File: src/rtl/dmem_access_arbiter.sv
// Two-port arbiter for the single-ported data memory: port 0 is the CPU, port 1 the loader/debug port.
// Build option: define DMEM_ARB_FIXED_PRIO_EN to give port 0 absolute priority (default is round-robin).
module dmem_access_arbiter #(
    parameter int ADDR_W      = 4,
    parameter int DATA_W      = 32,
    parameter int MEM_LATENCY = 1   // legal range 1..15
) (
    input  logic              clk,
    input  logic              areset,
    input  logic              req0,
    input  logic              req1,
    input  logic              we0,
    input  logic              we1,
    input  logic [ADDR_W-1:0] addr0,
    input  logic [ADDR_W-1:0] addr1,
    input  logic [DATA_W-1:0] wdata0,
    input  logic [DATA_W-1:0] wdata1,
    output logic              gnt0,
    output logic              gnt1,
    output logic              done0,
    output logic              done1,
    output logic [DATA_W-1:0] rdata0,
    output logic [DATA_W-1:0] rdata1,
    output logic [ADDR_W-1:0] mem_addr,
    output logic [DATA_W-1:0] mem_wdata,
    output logic              mem_e_read,
    output logic              mem_e_write,
    input  logic [DATA_W-1:0] mem_rdata
);

    localparam int               CNT_W    = 4;
    localparam logic [CNT_W-1:0] CNT_LOAD = CNT_W'(MEM_LATENCY - 1);

    typedef enum logic [1:0] {
        ST_IDLE   = 2'd0,
        ST_ACCESS = 2'd1,
        ST_RESP   = 2'd2
    } state_e;

    state_e            state_q;
    logic [CNT_W-1:0]  cnt_q;
    logic [1:0]        gnt_q;
    logic [1:0]        done_q;
    logic              e_read_q;
    logic              e_write_q;
    logic [ADDR_W-1:0] addr_q;
    logic [DATA_W-1:0] wdata_q;
    logic [DATA_W-1:0] rdata0_q;
    logic [DATA_W-1:0] rdata1_q;

    logic              req_any;
    logic              win;
    logic              win_we;
    logic [ADDR_W-1:0] win_addr;
    logic [DATA_W-1:0] win_wdata;

    assign req_any = req0 | req1;

`ifdef DMEM_ARB_FIXED_PRIO_EN
    // Port 0 wins whenever it asks; port 1 only gets MEM when port 0 is quiet.
    assign win = ~req0;
`else
    logic ptr_q;

    assign win = (req0 && req1) ? ptr_q : req1;
`endif

    assign win_we    = win ? we1    : we0;
    assign win_addr  = win ? addr1  : addr0;
    assign win_wdata = win ? wdata1 : wdata0;

    always_ff @(posedge clk or negedge areset) begin
        // NOTE: the datapath registers are reset too, because mem_addr, mem_wdata and rdata are visible outputs with defined reset values.
        if (!areset) begin
            state_q   <= ST_IDLE;
            cnt_q     <= '0;
            gnt_q     <= 2'b00;
            done_q    <= 2'b00;
            e_read_q  <= 1'b0;
            e_write_q <= 1'b0;
            addr_q    <= '0;
            wdata_q   <= '0;
            rdata0_q  <= '0;
            rdata1_q  <= '0;
`ifndef DMEM_ARB_FIXED_PRIO_EN
            ptr_q     <= 1'b0;
`endif
        end else begin
            // NOTE: non-blocking assignments throughout, so every register sees pre-edge values.
            case (state_q)
                ST_IDLE: begin
                    done_q <= 2'b00;
                    if (req_any) begin
                        addr_q    <= win_addr;
                        wdata_q   <= win_wdata;
                        e_read_q  <= ~win_we;
                        e_write_q <= win_we;
                        gnt_q     <= win ? 2'b10 : 2'b01;
                        cnt_q     <= CNT_LOAD;
                        state_q   <= ST_ACCESS;
`ifndef DMEM_ARB_FIXED_PRIO_EN
                        ptr_q     <= ~win;
`endif
                    end
                end

                ST_ACCESS: begin
                    if (cnt_q == '0) begin
                        // Last enable cycle: MEM output is valid now, so a read captures here.
                        if (e_read_q) begin
                            if (gnt_q[1]) begin
                                rdata1_q <= mem_rdata;
                            end else begin
                                rdata0_q <= mem_rdata;
                            end
                        end
                        e_read_q  <= 1'b0;
                        e_write_q <= 1'b0;
                        done_q    <= gnt_q;
                        state_q   <= ST_RESP;
                    end else begin
                        cnt_q <= cnt_q - CNT_W'(1);
                    end
                end

                ST_RESP: begin
                    done_q  <= 2'b00;
                    gnt_q   <= 2'b00;
                    state_q <= ST_IDLE;
                end

                default: begin
                    e_read_q  <= 1'b0;
                    e_write_q <= 1'b0;
                    gnt_q     <= 2'b00;
                    done_q    <= 2'b00;
                    state_q   <= ST_IDLE;
                end
            endcase
        end
    end

    assign gnt0        = gnt_q[0];
    assign gnt1        = gnt_q[1];
    assign done0       = done_q[0];
    assign done1       = done_q[1];
    assign rdata0      = rdata0_q;
    assign rdata1      = rdata1_q;
    assign mem_addr    = addr_q;
    assign mem_wdata   = wdata_q;
    assign mem_e_read  = e_read_q;
    assign mem_e_write = e_write_q;

    // Ownership and enables are one-hot-or-zero by construction; these catch future edits that break that.
    a_gnt_excl: assert property (@(posedge clk) disable iff (!areset) !(gnt_q[0] && gnt_q[1]));
    a_en_excl:  assert property (@(posedge clk) disable iff (!areset) !(e_read_q && e_write_q));

endmodule

File: config.mk
export PLATFORM = sky130hd
export DESIGN_NAME = dmem_access_arbiter
export DESIGN_NICKNAME = d
export VERILOG_FILES = /design/src/rtl/dmem_access_arbiter.sv
export SDC_FILE = /design/constraint.sdc
export NUM_CORES = 1
export LEC_CHECK = 0
export ABC_CLOCK_PERIOD_IN_PS = 2200
export CORE_MARGIN = 5
export CORE_UTILIZATION = 35
export CTS_CLUSTER_SIZE = 12
export DETAILED_ROUTE_END_ITERATION = 16
export PLACE_DENSITY = 0.69
export SLEW_MARGIN = 20
export SYNTH_ARGS = -nofsm -noshare
export SYNTH_HDL_FRONTEND = slang
export SYNTH_SLANG_ARGS = --single-unit
File: constraint.sdc
create_clock -name clk -period 2.2 [get_ports clk]
set_input_delay 0.66 -clock clk [delete_from_list [all_inputs] [get_ports clk]]
set_output_delay 0.66 -clock clk [all_outputs]
set_load 0.03 [all_outputs]
==> results.cfg <==
[final_layout]
final_util_pct = 56.9
fillers = 1122
syn2layout_area_growth_pct = 59.7
multi_input_area_um2 = 1950
final_nets = 658
drive_gt1_share_pct = 19.5
diodes = 0
seqCellArea_um2 = 2830

[setup_path]
crit_fanout = 2
crit_buf_inv = 1
slowest_stage = clkdlybuf4s50_1
critical_path.top_delay_family = buffers and inverters
startpoint_type = register
path_cells = clkdlybuf4s50_1
worstSetupPathType = register to output pin
max_stage_delay_ps = 710
cp-end-kind = output pin
required_ps = 1540
worstPathArrival_ps = 1480

[synth]
synthCells = 323
ys.warnings.count = 0
synth_area_um2 = 4920
netlist_top_cells_area = dfrtp_1 57%, mux2_4 18%, a221o_1 7.3%, a21boi_0 5.5%, buf_6 1.4%
syn_nets = 435
synth_seq_cells = 113
synth_top_area_share_pct = 57.4
yosysTopAreaCell = dfrtp_1
synth.avg_cell_area_um2 = 15.2
synth_cell_types = 40
ys_seq_area_share_pct = 57.4

[floorplanning]
die_w_um = 129
dieHeight_um = 129
core_area_um2 = 13800
num_io_pins = 216
start_util_pct = 35.6
die_area_um2 = 16500
std_cell_rows = 43

[detailed_routing]
route.detailed.drc = 0
vias_per_cell = 5.10
avgRoutedWirePerCell_um = 18.9
drtIter0Drc = 154
drt_first_pass_iters = 4
drt-total-wl_mm = 13.9
ant_nets = 0
vias = 3752

[worst_hold_path]
min-delay-path-class = input port to asynchronous set/reset pin

[power_and_ir_drop]
power_frac_comb_pct = 52.9
vdd_drop_max_mv = 0.898
clkPwrFrac_pct = 18.2
seqPwrFrac_pct = 28.9
internal_power_w = 0.00804
sw_frac_of_total_pct = 38.9
p_leak_nw = 3.51
p_sw_w = 0.00513
p_per_area_nw_per_um2 = 1670

[sta]
setup_viol = 0
tightestPinTransition_ps = 551
finalMaxSlewViolations = 0
timing_hold_violations_final = 0
max_freq_mhz = 468
rsz0062_at_grt = false
period_minus_slack_ps = 2140
period_share_pct = 97.2
fin_worst_skew_ps = 8.88
fin_tns_setup_ps = 0
slew_headroom_pct = 63.2

[placement]
place.gp.congestion = 0.814
io_buffers = 215
dpl.hpwl_mm = 10.1

[cts]
clockBufferDepth = 2
clkSlewWorstSetupHoldPaths_ps = 50
cts_root_buffer = clkbuf_16
cts_tree = yes
numClockSinks = 113
post-cts-setup-buffers = 0
cts_buffers = 17
clock_latency_ps = 400
cts_htree_levels = 4

[global_route]
antenna_found_initial = 0
grt_pass1_vias = 4209
grt_max_degree = 47
grt-ovfl-total = 0
grt_pass1_wl_mm = 21.8
track_usage_pct = 16.9

[outcome]
outcome = finished clean

[job]
cap_viol_max_count = 0
[cells in the final DEF (no fill, tap or decap), drive strengths merged, types with 3 or more instances in the layout]
| cell type | count |
|---|---|
| a21oi | 4 |
| nor2 | 5 |
| a21boi | 36 |
| nand2b | 4 |
| a221o | 36 |
| buf | 12 |
| clkinvlp | 3 |
| dfrtp | 113 |
| inv | 4 |
| clkdlybuf4s50 | 210 |
| mux2 | 64 |
| mux2i | 3 |
| clkbuf | 23 |
[path summary, 6_finish.rpt]
kind	start	endpoint	slack, ps	depth (start not counted)
setup / recovery	rdata0[0]	rdata0[0]	60	1
hold / removal	areset	rdata1[19]	130	1
setup reg to reg	cnt_q[0]	rdata0[7]	180	6
hold reg to reg	cnt_q[0]	cnt_q[0]	490	1
max in group asynchronous	areset	rdata1[9]	1500	2
min in group clk	cnt_q[0]	cnt_q[0]	490	1
[synthesized netlist by cell type (all sizes together)]
cell type / n
o221ai: 2
nand4bb: 1
a21boi: 36
a22oi: 1
nand3: 1
nand2: 2
o21bai: 2
o21ai: 2
nor2b: 1
and3: 2
inv: 4
or3: 1
o31ai: 1
o2bb2ai: 1
or2: 2
ha: 2
a21oi: 4
nand2b: 4
nor2: 5
mux2i: 3
mux2: 64
nand4b: 1
a221o: 36
and2: 1
or4: 1
nand3b: 1
clkbuf: 13
and2b: 1
nor3b: 1
buf: 9
nand4: 1
a32oi: 1
a311oi: 1
a21bo: 1
dfrtp: 113
o22ai: 1
[stage by stage]
| step | hold slack, ps | cells | total power [W] | setup slack, ps | area, um^2 |
|---|---|---|---|---|---|
| after floorplan | 364 | 323 | 0.00793 | 383 | 4920 |
| after global placement | 487 | 707 | 0.0107 | 74.2 | 7340 |
| after detailed placement | 493 | 707 | 0.0108 | 12.8 | 7340 |
| after CTS | 109 | 735 | 0.0133 | 17.4 | 7860 |
| after global routing | 123 | 735 | 0.0138 | 14.0 | 7860 |
| final | 130 | 735 | 0.0132 | 62.6 | 7860 |
[flip-flops by register name (all words and copies together) (netlist names), 2 cells and up]
signal and count:
rdata1 32, done_q 2, rdata0 32, mem_addr 4, mem_wdata 32, cnt_q 4
gnt_q 2, state_q 2
[cell families after synthesis]
logic type	count (synthesis)	share of synthesized area, %
multiplexers	67	19.8
AND/OR/NAND/NOR	26	4.02
adder cells (fa/ha/maj)	2	0.508
AO/OA/AOI/OAI	89	15.3
buffers and inverters	26	2.95
flip-flops	113	57.4
[power by group through the flow]
stage	Clock (W)	Combinational, W	Sequential, W
after detailed placement	0	0.00701	0.00382
after CTS	0.00246	0.00703	0.00381
final	0.00240	0.00696	0.00381
after global routing	0.00255	0.00733	0.00395
after floorplan	0	0.00227	0.00566
after global placement	0	0.00690	0.00378
[what timing repair did]
item	CTS	global route
setup endpoints to repair	2	2
hold buffers	0	0
gates resized for setup	2	2
[metal layers]
layer,vias to the layer above,track usage (%),share of wire (%)
met2,200,26.6,45
met1,1856,20.6,43
met4,0,7.16,2.5
met3,26,6.81,9.7
li1,1670,-,-
met5,-,0,0
[layout make-up]
cell class | instances | area share, %
inverters | 4 | 0.191
clock buffers | 23 | 6.21
clock inverters | 5 | 0.414
repair buffers | 226 | 29.5
well taps | 180 | 2.86
multi-input cells | 184 | 24.8
flip-flops and latches | 113 | 36.0
(Power assumes the default switching activity.)
